`config.mk`:
```
export PLATFORM = sky130hd
export DESIGN_NAME = serv_alu_wide_flat
export DESIGN_NICKNAME = d
export VERILOG_FILES = /design/src/rtl/serv_alu_wide_if.sv /design/src/rtl/serv_alu_wide.sv /design/src/flat_wrapper.sv
export SDC_FILE = /design/constraint.sdc
export NUM_CORES = 1
export LEC_CHECK = 0
export BUFFER_PORTS_ARGS = -buffer_cell sky130_fd_sc_hd__buf_4
export CAP_MARGIN = 15
export CELL_PAD_IN_SITES_DETAIL_PLACEMENT = 1
export CELL_PAD_IN_SITES_GLOBAL_PLACEMENT = 1
export CORE_UTILIZATION = 35
export CTS_BUF_LIST = sky130_fd_sc_hd__clkbuf_4 sky130_fd_sc_hd__clkbuf_8
export DETAILED_ROUTE_END_ITERATION = 6
export GPL_ROUTABILITY_DRIVEN = 1
export PLACE_DENSITY = 0.84
export RECOVER_POWER = 50
export SYNTH_ARGS = -nofsm -noshare
export SYNTH_HDL_FRONTEND = slang
export SYNTH_SLANG_ARGS = --single-unit
```
`constraint.sdc`:
```
create_clock -name clk -period 1.63 [get_ports clk]
set_clock_uncertainty 0.1 [all_clocks]
set_input_delay 0.326 -clock clk [delete_from_list [all_inputs] [get_ports clk]]
set_output_delay 0.326 -clock clk [all_outputs]
set_load 0.1 [all_outputs]
```
`src/rtl/serv_alu_wide_if.sv`:
```
// Chunked ALU handshake bundle: controls and operand chunks in, result chunk and status out.
interface serv_alu_wide_if #(parameter int W = 1);
  localparam int N  = 32 / W;
  localparam int CW = (N > 1) ? $clog2(N) : 1;

  logic          i_start;
  logic          i_sub;
  logic [1:0]    i_bool_op;
  logic          i_cmp_eq;
  logic          i_cmp_sig;
  logic [2:0]    i_rd_sel;
  logic [W-1:0]  i_rs1;
  logic [W-1:0]  i_op_b;
  logic [W-1:0]  i_buf;
  logic [W-1:0]  o_rd;
  logic          o_busy;
  logic [CW-1:0] o_cnt;
  logic          o_done;
  logic          o_cmp;

  modport master (
    output i_start, i_sub, i_bool_op, i_cmp_eq, i_cmp_sig, i_rd_sel,
           i_rs1, i_op_b, i_buf,
    input  o_rd, o_busy, o_cnt, o_done, o_cmp
  );

  modport slave (
    input  i_start, i_sub, i_bool_op, i_cmp_eq, i_cmp_sig, i_rd_sel,
           i_rs1, i_op_b, i_buf,
    output o_rd, o_busy, o_cnt, o_done, o_cmp
  );
endinterface

```
`src/rtl/serv_alu_wide.sv`:
```
// W-bit-per-cycle ALU: walks a 32-bit operation LSB-first over 32/W chunks,
// carrying adder carry and equality state between chunks.
module serv_alu_wide #(
  parameter int W = 1
) (
  input  logic           clk,
  input  logic           i_rst,
  serv_alu_wide_if.slave alu
);
  localparam int N  = 32 / W;
  localparam int CW = (N > 1) ? $clog2(N) : 1;
  localparam logic [CW-1:0] LAST = CW'(N - 1);

  typedef enum logic {IDLE, RUN} state_t;

  state_t        state_r, state_nx;
  logic          sub_r, cmp_eq_r, cmp_sig_r;
  logic [1:0]    bool_op_r;
  logic [2:0]    rd_sel_r;
  logic          carry_r, eq_r, done_r, cmp_r;
  logic [CW-1:0] cnt_r;

  logic          busy, start_acc, last;
  logic [W-1:0]  b_inv, sum, bool_res, sel1_term, rd_run;
  logic [W:0]    add_full;
  logic          cy, sum_zero, rs1_sx, b_sx, lt;

  always_ff @(posedge clk) begin
    if (i_rst) begin
      state_r   <= IDLE;
      sub_r     <= 1'b0;
      bool_op_r <= 2'b00;
      cmp_eq_r  <= 1'b0;
      cmp_sig_r <= 1'b0;
      rd_sel_r  <= 3'b000;
      carry_r   <= 1'b0;
      eq_r      <= 1'b1;
      cnt_r     <= '0;
      done_r    <= 1'b0;
      cmp_r     <= 1'b0;
    end else begin
      state_r <= state_nx;
      done_r  <= last;
      if (start_acc) begin
        sub_r     <= alu.i_sub;
        bool_op_r <= alu.i_bool_op;
        cmp_eq_r  <= alu.i_cmp_eq;
        cmp_sig_r <= alu.i_cmp_sig;
        rd_sel_r  <= alu.i_rd_sel;
        carry_r   <= alu.i_sub;
        eq_r      <= 1'b1;
        cnt_r     <= '0;
      end else if (busy) begin
        carry_r <= cy;
        eq_r    <= eq_r & sum_zero;
        cnt_r   <= cnt_r + CW'(1);
        if (last)
          cmp_r <= cmp_eq_r ? (eq_r & sum_zero) : lt;
      end
    end
  end

  always_comb begin
    state_nx  = state_r;
    busy      = 1'b0;
    start_acc = 1'b0;
    last      = 1'b0;
    case (state_r)
      IDLE: begin
        if (alu.i_start) begin
          state_nx  = RUN;
          start_acc = 1'b1;
        end
      end
      RUN: begin
        busy = 1'b1;
        if (cnt_r == LAST) begin
          last     = 1'b1;
          state_nx = IDLE;
        end
      end
      default: state_nx = IDLE;
    endcase
  end

  // Datapath for the chunk currently on the operand lanes.
  always_comb begin
    b_inv     = alu.i_op_b ^ {W{sub_r}};
    add_full  = {1'b0, alu.i_rs1} + {1'b0, b_inv} + (W+1)'(carry_r);
    sum       = add_full[W-1:0];
    cy        = add_full[W];
    sum_zero  = (sum == '0);
    // Sign-extend the top chunk by one bit; LSB of that extra-bit sum is the borrow sign.
    rs1_sx    = alu.i_rs1[W-1] & cmp_sig_r;
    b_sx      = alu.i_op_b[W-1] & cmp_sig_r;
    lt        = rs1_sx ^ ~b_sx ^ cy;
    bool_res  = ((alu.i_rs1 ^ alu.i_op_b) & {W{~bool_op_r[0]}})
              | ({W{bool_op_r[1]}} & alu.i_rs1 & alu.i_op_b);
    sel1_term = (rd_sel_r[1] && cnt_r == '0) ? W'(cmp_r) : '0;
    rd_run    = (rd_sel_r[0] ? sum : '0) | (rd_sel_r[2] ? bool_res : '0) | sel1_term;
  end

  assign alu.o_rd   = alu.i_buf | (busy ? rd_run : '0);
  assign alu.o_busy = busy;
  assign alu.o_cnt  = cnt_r;
  assign alu.o_done = done_r;
  assign alu.o_cmp  = cmp_r;
endmodule

```
`src/flat_wrapper.sv`:
```
// flat-port wrapper written by rule: the top's interface ports become plain ports
module serv_alu_wide_flat 
#(
  parameter int W = 1
)
  (clk, i_rst, alu_i_start, alu_i_sub, alu_i_bool_op, alu_i_cmp_eq, alu_i_cmp_sig, alu_i_rd_sel, alu_i_rs1, alu_i_op_b, alu_i_buf, alu_o_rd, alu_o_busy, alu_o_cnt, alu_o_done, alu_o_cmp);
  serv_alu_wide_if #(.W(W)) alu_i ();
  input  logic clk;
  input  logic i_rst;
  input wire logic [$bits(alu_i.i_start)-1:0] alu_i_start;
  input wire logic [$bits(alu_i.i_sub)-1:0] alu_i_sub;
  input wire logic [$bits(alu_i.i_bool_op)-1:0] alu_i_bool_op;
  input wire logic [$bits(alu_i.i_cmp_eq)-1:0] alu_i_cmp_eq;
  input wire logic [$bits(alu_i.i_cmp_sig)-1:0] alu_i_cmp_sig;
  input wire logic [$bits(alu_i.i_rd_sel)-1:0] alu_i_rd_sel;
  input wire logic [$bits(alu_i.i_rs1)-1:0] alu_i_rs1;
  input wire logic [$bits(alu_i.i_op_b)-1:0] alu_i_op_b;
  input wire logic [$bits(alu_i.i_buf)-1:0] alu_i_buf;
  output wire logic [$bits(alu_i.o_rd)-1:0] alu_o_rd;
  output wire logic [$bits(alu_i.o_busy)-1:0] alu_o_busy;
  output wire logic [$bits(alu_i.o_cnt)-1:0] alu_o_cnt;
  output wire logic [$bits(alu_i.o_done)-1:0] alu_o_done;
  output wire logic [$bits(alu_i.o_cmp)-1:0] alu_o_cmp;
  assign alu_i.i_start = alu_i_start;
  assign alu_i.i_sub = alu_i_sub;
  assign alu_i.i_bool_op = alu_i_bool_op;
  assign alu_i.i_cmp_eq = alu_i_cmp_eq;
  assign alu_i.i_cmp_sig = alu_i_cmp_sig;
  assign alu_i.i_rd_sel = alu_i_rd_sel;
  assign alu_i.i_rs1 = alu_i_rs1;
  assign alu_i.i_op_b = alu_i_op_b;
  assign alu_i.i_buf = alu_i_buf;
  assign alu_o_rd = alu_i.o_rd;
  assign alu_o_busy = alu_i.o_busy;
  assign alu_o_cnt = alu_i.o_cnt;
  assign alu_o_done = alu_i.o_done;
  assign alu_o_cmp = alu_i.o_cmp;
  serv_alu_wide #(.W(W)) u_core (.clk(clk), .i_rst(i_rst), .alu(alu_i));
endmodule
```
==> results.sh <==
export IMPL_path_max_fanout=2
export IMPL_cts_buffer_depth=2
export IMPL_netlist_instances=101
export IMPL_critical_path_class="flip-flop to output port"
export IMPL_critPathLaunchType="flip-flop"
export IMPL_status="finished, violations left"
export IMPL_grt_usage=0.218
export IMPL_viasPerCell=5.32
export IMPL_core_region_area_um2=2280
export IMPL_antenna_found_initial=0
export IMPL_power_density_nw_per_um2=779
export IMPL_fin_hold_ws_ns=0.171
export IMPL_violations="negative setup slack"
export IMPL_worstPathArrival_ns=1.91
export IMPL_ios=23
export IMPL_ir_drop_mv=0.739
export IMPL_r2r_slack_ns=-0.30
export IMPL_initial_core_util=0.382
export IMPL_setup_viol=3
export IMPL_dr_first_iter_drc_count=9
export IMPL_layout_setup_ws_ns=-0.711
export IMPL_worst_ep_required_time_ns=1.20
export IMPL_maxSlewHeadroom=0.760
export IMPL_total_power_w=0.000996
export IMPL_nets=149
export IMPL_cts_sinks=18
export IMPL_grt_pass1_wl_um=4150
export IMPL_yosys_warnings=0
export IMPL_n_antenna_cell=0
export IMPL_wl_um=2460
export IMPL_ant_nets=0
export IMPL_final_common_cell="buf_4"
export IMPL_p_leak_nw=0.535
export IMPL_netlist_area_um2=868
export IMPL_holdCritPathClass="primary input to flip-flop"
export IMPL_cts_made_buffers=3
export IMPL_ff2ff_path_depth=6
export IMPL_firstDrtPassIters=4
export IMPL_regToRegEndpoint="u_core.alu.o_cmp"
export IMPL_cap_violations=0
export IMPL_finalHoldViolCount=0
export IMPL_ctsRootBufferMaster="clkbuf_4"
export IMPL_ys_types=31
export IMPL_period_needed_ns=2.34
export IMPL_first_global_vias=897
export IMPL_syn_to_final_growth_pct=47.3
export IMPL_syn_nets=119
export IMPL_drive_gt1_frac=0.438
export IMPL_fillers=261
export IMPL_rsz0062_at_grt="yes"
export IMPL_r2r_start="u_core.sub_r"
export IMPL_utilization=0.562
export IMPL_end_kind="output port"
export IMPL_num_rows=17
export IMPL_wire_per_inst_um=15.6
export IMPL_die_area_um2=2680
export IMPL_max_slew_worst_pin_slew_ns=0.355
export IMPL_grt_max_degree=21
export IMPL_yosysSeqAreaShare=0.415
export IMPL_grt_overflow=0
export IMPL_die_x_um=51.8
export IMPL_clk_latency_ns=0.29
export IMPL_vias=840
export IMPL_max_freq_mhz=427
export IMPL_die_h_um=51.8
export IMPL_final_cell_mix="buf_4 (30), nand2_1 (17), a21oi_1 (13), dfxtp_1 (10), nor2_1 (9)"
export IMPL_setup_tns_ns=-1.15
export IMPL_numPortBuffers=22
export IMPL_gp_congestion=0.707
export IMPL_post_route_period_util=1.44
export IMPL_drcViolationCount=0
export IMPL_h_tree_depth=1
export IMPL_drv_slew=0
export IMPL_ctsHoldBuffers=0
export IMPL_crit_end="alu_o_rd"
export IMPL_hpwl_um=1690
export IMPL_ys_seq_elements=18
export IMPL_avgSynthCellArea_um2=8.60
export IMPL_cts_tree="yes"
export IMPL_crit_path_start="u_core.sub_r"
export IMPL_clkSlewWorstSetupHoldPaths_ns=0.10
critical path: stages, from the launching register on:
cell and delay (ns):
dfxtp_2 0.35, xor2_2 0.16, fa_1 0.51, a211oi_2 0.27
a31oi_4 0.14, buf_12 0.19
metrics by stage:
step / setup slack (ns) / area, um2 / std cells
6_report: -0.711 / 1280 / 158
5_1_grt: -0.774 / 1280 / 158
4_1_cts: -0.695 / 1270 / 158
3_5_place_dp: -0.560 / 1190 / 153
3_3_place_gp: -0.509 / 1190 / 153
2_1_floorplan: -0.491 / 961 / 101
synth_stat cells:
| cell | instances | area (um2) |
|---|---|---|
| xor2_1 | 4 | 35.0 |
| a21oi_1 | 14 | 70.1 |
| nor4b_1 | 1 | 8.76 |
| a311oi_1 | 1 | 8.76 |
| ha_1 | 3 | 37.5 |
| nor3b_1 | 5 | 37.5 |
| mux2_2 | 1 | 11.3 |
| inv_1 | 2 | 7.51 |
| o21ai_0 | 1 | 5.00 |
| a31oi_1 | 1 | 6.26 |
| and4_2 | 1 | 10.0 |
| a311o_1 | 1 | 10.0 |
| buf_2 | 5 | 25.0 |
| nand3b_1 | 2 | 15.0 |
| a2111oi_2 | 1 | 15.0 |
| nand4_1 | 1 | 6.26 |
| buf_4 | 1 | 7.51 |
| nor2b_1 | 1 | 6.26 |
| nand2b_1 | 2 | 12.5 |
| nand3b_2 | 1 | 11.3 |
| a211oi_1 | 1 | 7.51 |
| nand2_1 | 17 | 63.8 |
| nand3_1 | 1 | 5.00 |
| nor3_1 | 1 | 5.00 |
| and3_1 | 1 | 6.26 |
| nor2_1 | 9 | 33.8 |
| mux2i_1 | 1 | 10.0 |
| fa_1 | 1 | 20.0 |
| dfxtp_1 | 18 | 360 |
| buf_1 | 1 | 3.75 |
| or2_2 | 1 | 6.26 |
worst min path at each step:
| stage | start | end | depth (start not counted) |
|---|---|---|---|
| floorplan | u_core.bool_op_r[0] | u_core.bool_op_r[0] | 2 |
| global placement | u_core.bool_op_r[0] | u_core.bool_op_r[0] | 2 |
| detailed placement | u_core.bool_op_r[1] | u_core.bool_op_r[1] | 2 |
| CTS | alu_i_bool_op[1] | u_core.bool_op_r[1] | 3 |
| global route | alu_i_rd_sel[2] | u_core.rd_sel_r[2] | 3 |
| finish | alu_i_bool_op[1] | u_core.bool_op_r[1] | 3 |
area by class of cell:
| type | count | area (um2) | area share |
|---|---|---|---|
| inverter | 2 | 7.51 | 0.00587 |
| timing repair buffer | 32 | 260 | 0.204 |
| multi-input combinational | 74 | 557 | 0.435 |
| tap | 28 | 35.0 | 0.0274 |
| clock buffer | 4 | 36.3 | 0.0284 |
| sequential | 18 | 383 | 0.299 |
registers in the layout, summed over array words and instances, names as in the netlist:
register / flops
u_core.eq_r: 1
u_core.state_r: 1
u_core.alu.o_cnt: 5
u_core.sub_r: 1
u_core.cmp_sig_r: 1
u_core.carry_r: 1
u_core.alu.o_done: 1
u_core.bool_op_r: 2
u_core.rd_sel_r: 3
u_core.alu.o_cmp: 1
u_core.cmp_eq_r: 1
logic make-up (layout without fill, tap and decap cells):
group,Yosys count,after routing,synth area share
buffers and inverters,9,38,0.0504
xor gates and xnor gates,4,4,0.0403
adders and majority gates,4,4,0.0663
muxes,2,2,0.0245
and+or+nand+nor,44,44,0.262
AOI/OAI and AO/OA,20,20,0.141
DFF,18,18,0.415
repair_timing:
action / 4_1_cts / 5_1_grt
gates resized for setup: 9 / 1
setup endpoints to repair: 4 / 4
endpoints found under the hold margin: 0 / 0
setup buffers: 1 / 1
pin swaps: 6 / 2
routing by layer:
metal / part of all wire / GRT usage / wire [um]
met1: 0.41 / 0.249 / 1010
met2: 0.55 / 0.413 / 1350
met3: 0.036 / 0.0556 / 88
met4: 0.0045 / 0.0270 / 11
met5: 0 / 0 / 0
report_power, final:
part | total (W) | switching, W | internal, W
clock network | 0.000273 | 0.000137 | 0.000136
logic | 0.000245 | 0.000137 | 0.000107
registers | 0.000479 | 0.0000239 | 0.000455
total | 0.000996 | 0.000298 | 0.000698
Power figures use the tool's default switching activity.
